<file path="config.mk">
export PLATFORM = sky130hd
export DESIGN_NAME = pc_exc_unit_flat
export DESIGN_NICKNAME = d
export VERILOG_FILES = /design/src/rtl/pc_exc_unit_if.sv /design/src/rtl/pc_exc_unit.sv /design/src/flat_wrapper.sv
export SDC_FILE = /design/constraint.sdc
export NUM_CORES = 1
export LEC_CHECK = 0
export ABC_AREA = 1
export BUFFER_PORTS_ARGS = -buffer_cell sky130_fd_sc_hd__buf_2
export CAP_MARGIN = 20
export CORE_MARGIN = 5
export CORE_UTILIZATION = 56
export CTS_CLUSTER_SIZE = 20
export DETAILED_ROUTE_END_ITERATION = 8
export PLACE_DENSITY = 0.82
export SLEW_MARGIN = 20
export SYNTH_ARGS = -nofsm -noshare
export SYNTH_HDL_FRONTEND = slang
export SYNTH_SLANG_ARGS = --single-unit
</file>
<file path="constraint.sdc">
create_clock -name Clk -period 3.77 [get_ports Clk]
set_input_delay 0.1885 -clock Clk [delete_from_list [all_inputs] [get_ports Clk]]
set_output_delay 0.1885 -clock Clk [all_outputs]
set_load 0.02 [all_outputs]
</file>
<file path="src/rtl/pc_exc_unit_if.sv">
// Bundle of the PC/exception stage: control-unit and exception inputs, PC and CP0-style outputs.
interface pc_exc_unit_if;
    logic        Stall;
    logic [1:0]  Pcsrc;
    logic [15:0] Imm16;
    logic [25:0] JAddr;
    logic        Ovf;
    logic        Unimpl;
    logic        Eret;
    logic        Intr;
    logic        Sts_we;
    logic [1:0]  Sts_wdata;
    logic [31:0] PC;
    logic [31:0] Pc4;
    logic [31:0] EPC;
    logic [1:0]  Cause;
    logic [1:0]  Status;
    logic        IntAck;

    modport master (
        output Stall, Pcsrc, Imm16, JAddr, Ovf, Unimpl, Eret, Intr, Sts_we, Sts_wdata,
        input  PC, Pc4, EPC, Cause, Status, IntAck
    );
    modport slave (
        input  Stall, Pcsrc, Imm16, JAddr, Ovf, Unimpl, Eret, Intr, Sts_we, Sts_wdata,
        output PC, Pc4, EPC, Cause, Status, IntAck
    );
endinterface

</file>
<file path="src/rtl/pc_exc_unit.sv">
// PC register plus EPC/Cause/Status exception sequencing with an interrupt pending latch.
// Build option VECTORED_EXC_EN: handler entry = EXC_VECTOR + (Cause << 3).
module pc_exc_unit #(
    parameter logic [31:0] RESET_PC   = 32'h0000_0000,
    parameter logic [31:0] EXC_VECTOR = 32'h0000_0008
) (
    input  logic          Clk,
    input  logic          Rst,
    pc_exc_unit_if.slave  bus
);
    // The FSM state is the Status.EXL bit.
    typedef enum logic {RUN = 1'b0, HANDLER = 1'b1} state_t;

    state_t      state_q, state_d;
    logic [31:0] pc_q, pc_d, epc_q, epc_d;
    logic [31:0] pc4, br_off, seq_pc, vec;
    logic [1:0]  cause_q, cause_d, vec_cause;
    logic        ie_q, ie_d, pend_q, pend_d, ack_q, ack_d;
    logic        exc, int_ok, take_int;

    always_comb begin
        pc4    = pc_q + 32'd4;
        br_off = {{14{bus.Imm16[15]}}, bus.Imm16, 2'b00};
        case (bus.Pcsrc)
            2'b10:   seq_pc = pc4 + br_off;
            2'b11:   seq_pc = {pc4[31:28], bus.JAddr, 2'b00};
            default: seq_pc = pc4;
        endcase
        exc       = ~bus.Stall & (bus.Ovf | bus.Unimpl);
        int_ok    = pend_q & ie_q & (state_q == RUN);
        take_int  = ~bus.Stall & ~exc & int_ok;
        vec_cause = exc ? (bus.Ovf ? 2'd2 : 2'd1) : 2'd0;
`ifdef VECTORED_EXC_EN
        vec = EXC_VECTOR + {27'd0, vec_cause, 3'b000};
`else
        vec = EXC_VECTOR;
`endif
    end

    always_comb begin
        state_d = state_q;
        pc_d    = pc_q;
        epc_d   = epc_q;
        cause_d = cause_q;
        ie_d    = ie_q;
        ack_d   = 1'b0;
        // A request still asserted on the taking edge re-arms the latch.
        pend_d  = (pend_q & ~take_int) | bus.Intr;
        if (!bus.Stall) begin
            if (exc) begin
                pc_d    = vec;
                cause_d = vec_cause;
                if (state_q == RUN) epc_d = pc_q;
                state_d = HANDLER;
            end else if (int_ok) begin
                pc_d    = vec;
                epc_d   = seq_pc;
                cause_d = 2'd0;
                state_d = HANDLER;
                ack_d   = 1'b1;
            end else if (bus.Eret) begin
                pc_d    = epc_q;
                state_d = RUN;
            end else if (bus.Sts_we) begin
                pc_d    = seq_pc;
                ie_d    = bus.Sts_wdata[0];
                state_d = bus.Sts_wdata[1] ? HANDLER : RUN;
            end else begin
                pc_d    = seq_pc;
            end
        end
    end

    always_ff @(posedge Clk) begin
        if (Rst) begin
            state_q <= RUN;
            pc_q    <= RESET_PC;
            epc_q   <= 32'd0;
            cause_q <= 2'd0;
            ie_q    <= 1'b0;
            pend_q  <= 1'b0;
            ack_q   <= 1'b0;
        end else begin
            state_q <= state_d;
            pc_q    <= pc_d;
            epc_q   <= epc_d;
            cause_q <= cause_d;
            ie_q    <= ie_d;
            pend_q  <= pend_d;
            ack_q   <= ack_d;
        end
    end

    assign bus.PC     = pc_q;
    assign bus.Pc4    = pc4;
    assign bus.EPC    = epc_q;
    assign bus.Cause  = cause_q;
    assign bus.Status = {state_q == HANDLER, ie_q};
    assign bus.IntAck = ack_q;
endmodule

</file>
<file path="src/flat_wrapper.sv">
// flat-port wrapper written by rule: the top's interface ports become plain ports
module pc_exc_unit_flat 
#(
    parameter logic [31:0] RESET_PC   = 32'h0000_0000,
    parameter logic [31:0] EXC_VECTOR = 32'h0000_0008
)
  (Clk, Rst, bus_Stall, bus_Pcsrc, bus_Imm16, bus_JAddr, bus_Ovf, bus_Unimpl, bus_Eret, bus_Intr, bus_Sts_we, bus_Sts_wdata, bus_PC, bus_Pc4, bus_EPC, bus_Cause, bus_Status, bus_IntAck);
  pc_exc_unit_if bus_i ();
  input  logic Clk;
  input  logic Rst;
  input wire logic [$bits(bus_i.Stall)-1:0] bus_Stall;
  input wire logic [$bits(bus_i.Pcsrc)-1:0] bus_Pcsrc;
  input wire logic [$bits(bus_i.Imm16)-1:0] bus_Imm16;
  input wire logic [$bits(bus_i.JAddr)-1:0] bus_JAddr;
  input wire logic [$bits(bus_i.Ovf)-1:0] bus_Ovf;
  input wire logic [$bits(bus_i.Unimpl)-1:0] bus_Unimpl;
  input wire logic [$bits(bus_i.Eret)-1:0] bus_Eret;
  input wire logic [$bits(bus_i.Intr)-1:0] bus_Intr;
  input wire logic [$bits(bus_i.Sts_we)-1:0] bus_Sts_we;
  input wire logic [$bits(bus_i.Sts_wdata)-1:0] bus_Sts_wdata;
  output wire logic [$bits(bus_i.PC)-1:0] bus_PC;
  output wire logic [$bits(bus_i.Pc4)-1:0] bus_Pc4;
  output wire logic [$bits(bus_i.EPC)-1:0] bus_EPC;
  output wire logic [$bits(bus_i.Cause)-1:0] bus_Cause;
  output wire logic [$bits(bus_i.Status)-1:0] bus_Status;
  output wire logic [$bits(bus_i.IntAck)-1:0] bus_IntAck;
  assign bus_i.Stall = bus_Stall;
  assign bus_i.Pcsrc = bus_Pcsrc;
  assign bus_i.Imm16 = bus_Imm16;
  assign bus_i.JAddr = bus_JAddr;
  assign bus_i.Ovf = bus_Ovf;
  assign bus_i.Unimpl = bus_Unimpl;
  assign bus_i.Eret = bus_Eret;
  assign bus_i.Intr = bus_Intr;
  assign bus_i.Sts_we = bus_Sts_we;
  assign bus_i.Sts_wdata = bus_Sts_wdata;
  assign bus_PC = bus_i.PC;
  assign bus_Pc4 = bus_i.Pc4;
  assign bus_EPC = bus_i.EPC;
  assign bus_Cause = bus_i.Cause;
  assign bus_Status = bus_i.Status;
  assign bus_IntAck = bus_i.IntAck;
  pc_exc_unit #(.RESET_PC(RESET_PC), .EXC_VECTOR(EXC_VECTOR)) u_core (.Clk(Clk), .Rst(Rst), .bus(bus_i));
endmodule
</file>
# Yosys cells after proc, flatten, opt, wreduce, memory -nomap -nowiden

Index checks and enable logic that the tools add are counted.

Bitwise logic cells: 14
$mul: 0
Add/subtract/negate cells: 2
$lt $le $gt $ge: 0
Multiplexer cells: 16
Divide/modulo/power cells: 0
Shift operators: 0
Equal/unequal tests: 3
Reductions and logical operators: 7

Operator list:

| cell                    | number |
|---|---|
| $mux W32                | 6 |
| $pmux W32 S2            | 1 |
| $add A32 B3 Y32 const B | 1 |
| $add A32 B32 Y32        | 1 |
| $and A1 B1 Y1           | 6 |
| $mux W1                 | 6 |
| $mux W2                 | 3 |
| $not A1 Y1              | 6 |
| $reduce_and A5 Y1       | 1 |
| $eq A2 B2 Y1 const B    | 2 |
| $reduce_and A2 Y1       | 2 |
| $reduce_bool A4 Y1      | 1 |
| $reduce_and A3 Y1       | 1 |
| $reduce_or A3 Y1        | 1 |
| $ne A2 B2 Y1 const B    | 1 |
| $or A1 B1 Y1            | 2 |
| $reduce_bool A2 Y1      | 1 |

Output and inout port bits: 101
Memories: 0
Word-level logic and storage cells: 49
Memory bits (writable): 0
ROM bits: 0
Bits in latches: 0
Register bits: 70

# Longest topological paths before layout

Depth in word-level cells: 8
Gate-level depth with buffers: 24
Depth with buffers taken out: 24

# Worst setup path after synthesis

OpenSTA, ideal clock, no wires.

Path type: register to register
Start point: register u_core.pc_q[2] (netlist: u_core.bus.PC[2])
End point: register u_core.epc_q[27] (netlist: u_core.bus.EPC[27])
Arrival: 2,991 ps
Clock period less this slack: 3,125 ps
Setup slack: 645 ps
Cell stages (with the launch flop): 18
Library setup time: 134 ps
Data required time: 3,636 ps
Buffers on the path: 0
Cell sequence: dfxtp_1 -> ha_1 -> inv_1 -> nor2_1 -> nand2_1 -> nor2_1 -> xor2_1 -> ha_1 -> a21oi_1 -> nand2_1 -> a21oi_1 -> nor2_1 -> nor2_1 -> nand3_1 -> nand3_1 -> nand3_1 -> nand2_1 -> a21oi_1

Cells in the longest elaborated chain, start to end: 5

RTL lines:

| what                     | RTL line           | RTL |
|---|---|---|
| start: declaration       | pc_exc_unit.sv:15  | `logic [31:0] pc_q, pc_d, epc_q, epc_d;` |
| start signal: assignment | pc_exc_unit.sv:85  | `pc_q <= pc_d;` |
| $add A32 B3 Y32          | pc_exc_unit.sv:22  | `pc4 = pc_q + 32'd4;` |
| named net bus_Pc4[18]    | flat_wrapper.sv:22 | `output wire logic [$bits(bus_i.Pc4)-1:0] bus_Pc4;` |
| $add A32 B32 Y32         | pc_exc_unit.sv:25  | `2'b10: seq_pc = pc4 + br_off;` |
| $pmux W32 S2             | pc_exc_unit.sv:24  | `case (bus.Pcsrc)` |
| $mux W32                 | pc_exc_unit.sv:55  | `end else if (int_ok) begin` |
| $mux W32                 | pc_exc_unit.sv:50  | `if (exc) begin` |
| end signal: assignment   | pc_exc_unit.sv:86  | `epc_q <= epc_d;` |
| end: declaration         | pc_exc_unit.sv:15  |  |

The timed path passes the listed nets, and every way through them passes these cells. The select of a mux whose other input is x is not followed.
A chain may end at the register's enable or synchronous reset.

# Worst setup path in the final report

Start point: register u_core.pc_q[3] (netlist: u_core.bus.PC[3])
End point: register u_core.epc_q[24] (netlist: u_core.bus.EPC[24])

Cells in the longest elaborated chain, start to end: 5

RTL lines:

| what              | RTL line |
|---|---|
| $add A32 B3 Y32 * | pc_exc_unit.sv:22 |
| $add A32 B32 Y32  | pc_exc_unit.sv:25 |
| $pmux W32 S2 *    | pc_exc_unit.sv:24 |
| $mux W32 *        | pc_exc_unit.sv:55 |
| $mux W32 *        | pc_exc_unit.sv:50 |

Every way passes the cells marked *; elsewhere a longest branch is shown, timed or not. The select of a mux whose other input is x is not followed.

==> results.cfg <==
[timing]
final_critical_path_setup_slack_ns = 0.1772
relSlewSlack_pct = 43.36
setup_tns_ns = 0
whs_ns = 0.05612
final-setup-viol-count = 0
rsz0062_at_grt = false
finClkSkew_ns = 0.007967
drv_slew = 0
finalHoldViolCount = 0
min_period_over_period_pct = 95.30
tightest_slew_ns = 0.8476
final.min_clock_period_ns = 3.593
max_freq_mhz = 278.3

[floorplan]
fp.dieW_um = 119.7
dieArea_um2 = 14330
die_y_um = 119.7
coreArea_um2 = 11910
ioPinCount = 155
start_util_pct = 56.60
row_count = 40

[power]
vdd_drop_max_uv = 465.1
p_per_area_nw_per_um2 = 289.1
p_leak_nw = 4.323
fin_total_pwr_mw = 2.310

[synth]
synth_top_family_by_area = simple AND/OR/NAND/NOR gates
synth_top_area_share_pct = 21.38
synth.distinct_cells = 43
synth_compound_area_share_pct = 16.95
synth_area_um2 = 6741
yosys_warnings = 0
synthesis.nets = 1287
synth_mux_area_share_pct = 0
synth_cells = 1194
synth_xor_area_share_pct = 2.413
avgSynthCellArea_um2 = 5.646
synth.area.top_cells = nand2_1, dfxtp_1, a21oi_1, inv_1, nor2_1
ys_seq_area_share_pct = 20.79
synth-adder-area-share_pct = 7.350
synth_top_cell_by_area = nand2_1
synth-seq-cells = 70
synth-simple-area-share_pct = 40.94

[route]
drc = 0
firstDrtPassIters = 6
dr.first_iter.drc_count = 1117
vias = 8406
finalWirelength_mm = 25.56
viasPerCell = 5.664
met3WireLength_mm = 2.720
met2_wirelength_mm = 11.36
wl_met1_mm = 10.84
drt-wirelength-per-cell_um = 17.22
top_layer_used = met4
detail-route-antenna-nets = 0

[cells_and_area]
layout.cells.non_filler = 1484
syn2layout_area_growth_pct = 18.49
multi_input_area_um2 = 4591
stdcell_area_um2 = 7988
fin_util_pct = 67.06
antenna_cells = 0
drive_above_1_share_pct = 17.50
nFillCells = 1176
nNetsFinal = 1425
layout_commonest_cell = nand2_1
seqCellArea_um2 = 1401
final_cell_mix = nand2_1, buf_2, inv_1

[global_route]
grt_pass1_wl_mm = 39.79
grt_pass1_vias = 7542
grt_max_degree = 44
grt.total_usage_pct = 34.77
globalRouteOverflowTotal = 0
antenna_found_initial = 0

[worst_setup_path]
crit_top_cell = nand2_1
cp.required_ns = 3.98
path_cells = ha_1 -> inv_1 -> nor2_1 -> nand2_1 -> nor3_2 -> nand4_1 -> and2_1 -> ha_1 -> nand2_1 -> inv_1 -> nand2_1 -> nor3_1 -> nand3_1 -> nand3_1 -> nand2_1 -> nand3_1 -> nand3_1 -> nand2_1 -> a21oi_2
end_kind = flop
cp_slowest_stage_delay_ns = 0.46
critPathTopFamily = simple AND/OR/NAND/NOR gates
crit_buf_inv = 2
startpoint_type = flop
cp.arrival_ns = 3.80
path_class = flop to flop
cp_max_fo = 7
slowest_stage = dfxtp_1

[place]
dp_cells = 1468
io_buffers = 154
dp_hpwl_mm = 19.95
place_ws_ns = 0.2151
place_congestion = 1.004
postPlaceCellArea_um2 = 7647

[cts]
htreeDepth = 3
holdBufCountCts = 0
cts_root_buf = clkbuf_16
clock-sinks = 70
cts_buffers = 9
cts.clk_slew.worst_paths_ns = 0.06
worstSkewPairLatency_ns = 0.34
cts_tree = done
clockBufferDepth = 2

[status]
status = finished, final reports clean

[min_path]
min_path_type = primary input to flop

[job]
cap_violations = 0
## Yosys cell counts, drive strengths merged
cell type  number
xnor2           3
o211ai          6
a22oi           1
nand2         392
clkbuf         29
o21bai         11
nor2          143
a31oi           1
nand4          10
o22ai          11
nand3b          6
o221a           2
a21oi         125
o22a            1
o21ai          42
nand3          88
and2            5
clkinv          1
a21o            2
nor3           13
o21a            1
o221ai          1
inv           152
dfxtp          70
fa              1
buf            17
xor2           13
o31ai           1
or2             7
ha             38
and3            1
## layout make-up
| type | instances | area share (%) |
|---|---|---|
| Tap cell | 147 | 2.303 |
| Multi-Input combinational cell | 925 | 57.47 |
| Timing Repair Buffer | 173 | 11.43 |
| Sequential cell | 70 | 17.54 |
| Clock inverter | 6 | 1.065 |
| Inverter | 153 | 7.190 |
| Clock buffer | 10 | 2.992 |
## registers in the layout (all words and copies together), names as in the netlist
register / count
u_core.bus.EPC: 32
u_core.bus.PC: 32
u_core.bus.Cause: 2
u_core.bus.IntAck: 1
u_core.ie_q: 1
u_core.pend_q: 1
u_core.state_q: 1
## power breakdown
| group | total, mW | switching (mW) | internal, mW | leakage (nW) |
|---|---|---|---|---|
| logic | 0.570 | 0.389 | 0.181 | 3.60 |
| registers | 0.810 | 0.0347 | 0.775 | 0.571 |
| clock network | 0.930 | 0.336 | 0.595 | 0.154 |
## worst paths after layout
path                                          from                               end  slack, ns  cells after the start
hold / removal                            bus_Intr          u_core.pend_q$_SDFF_PP0_       0.06                      3
setup / recovery     u_core.bus.PC[3]$_SDFFE_PP0N_   u_core.bus.EPC[24]$_SDFFE_PP0P_       0.18                     19
setup reg to reg     u_core.bus.PC[3]$_SDFFE_PP0N_   u_core.bus.EPC[24]$_SDFFE_PP0P_       0.18                     19
hold reg to reg   u_core.bus.Cause[0]$_SDFFE_PP0P_  u_core.bus.Cause[0]$_SDFFE_PP0P_       0.47                      2
## layer usage
metal	up-vias	track usage (%)
met5	-	0
met4	0	10.02
met3	49	7.493
met2	462	54.84
met1	3802	47.90
li1	4093	-
## what timing repair did
item	4_1_cts	5_1_grt
resized for setup	0	3
setup endpoints to repair	0	8
endpoints found under the hold margin	0	0
buffers inserted	0	0
## worst reg2reg max path: stages, from the launching register on
cell	delay, ns
dfxtp_1	0.46
ha_1	0.22
inv_1	0.06
nor2_1	0.21
nand2_1	0.13
nor3_2	0.26
nand4_1	0.16
and2_1	0.23
ha_1	0.36
nand2_1	0.12
inv_1	0.07
nand2_1	0.09
nor3_1	0.26
nand3_1	0.20
nand3_1	0.13
nand2_1	0.05
nand3_1	0.19
nand3_1	0.11
nand2_1	0.10
a21oi_2	0.05
## logic make-up (layout without fill, tap and decap cells)
group,after synthesis,in the layout
xor+xnor,16,16
flops,70,70
fa+ha+maj,39,39
simple gates,665,665
buf+inv,199,342
compound gates,205,205
(Power assumes the default switching activity.)
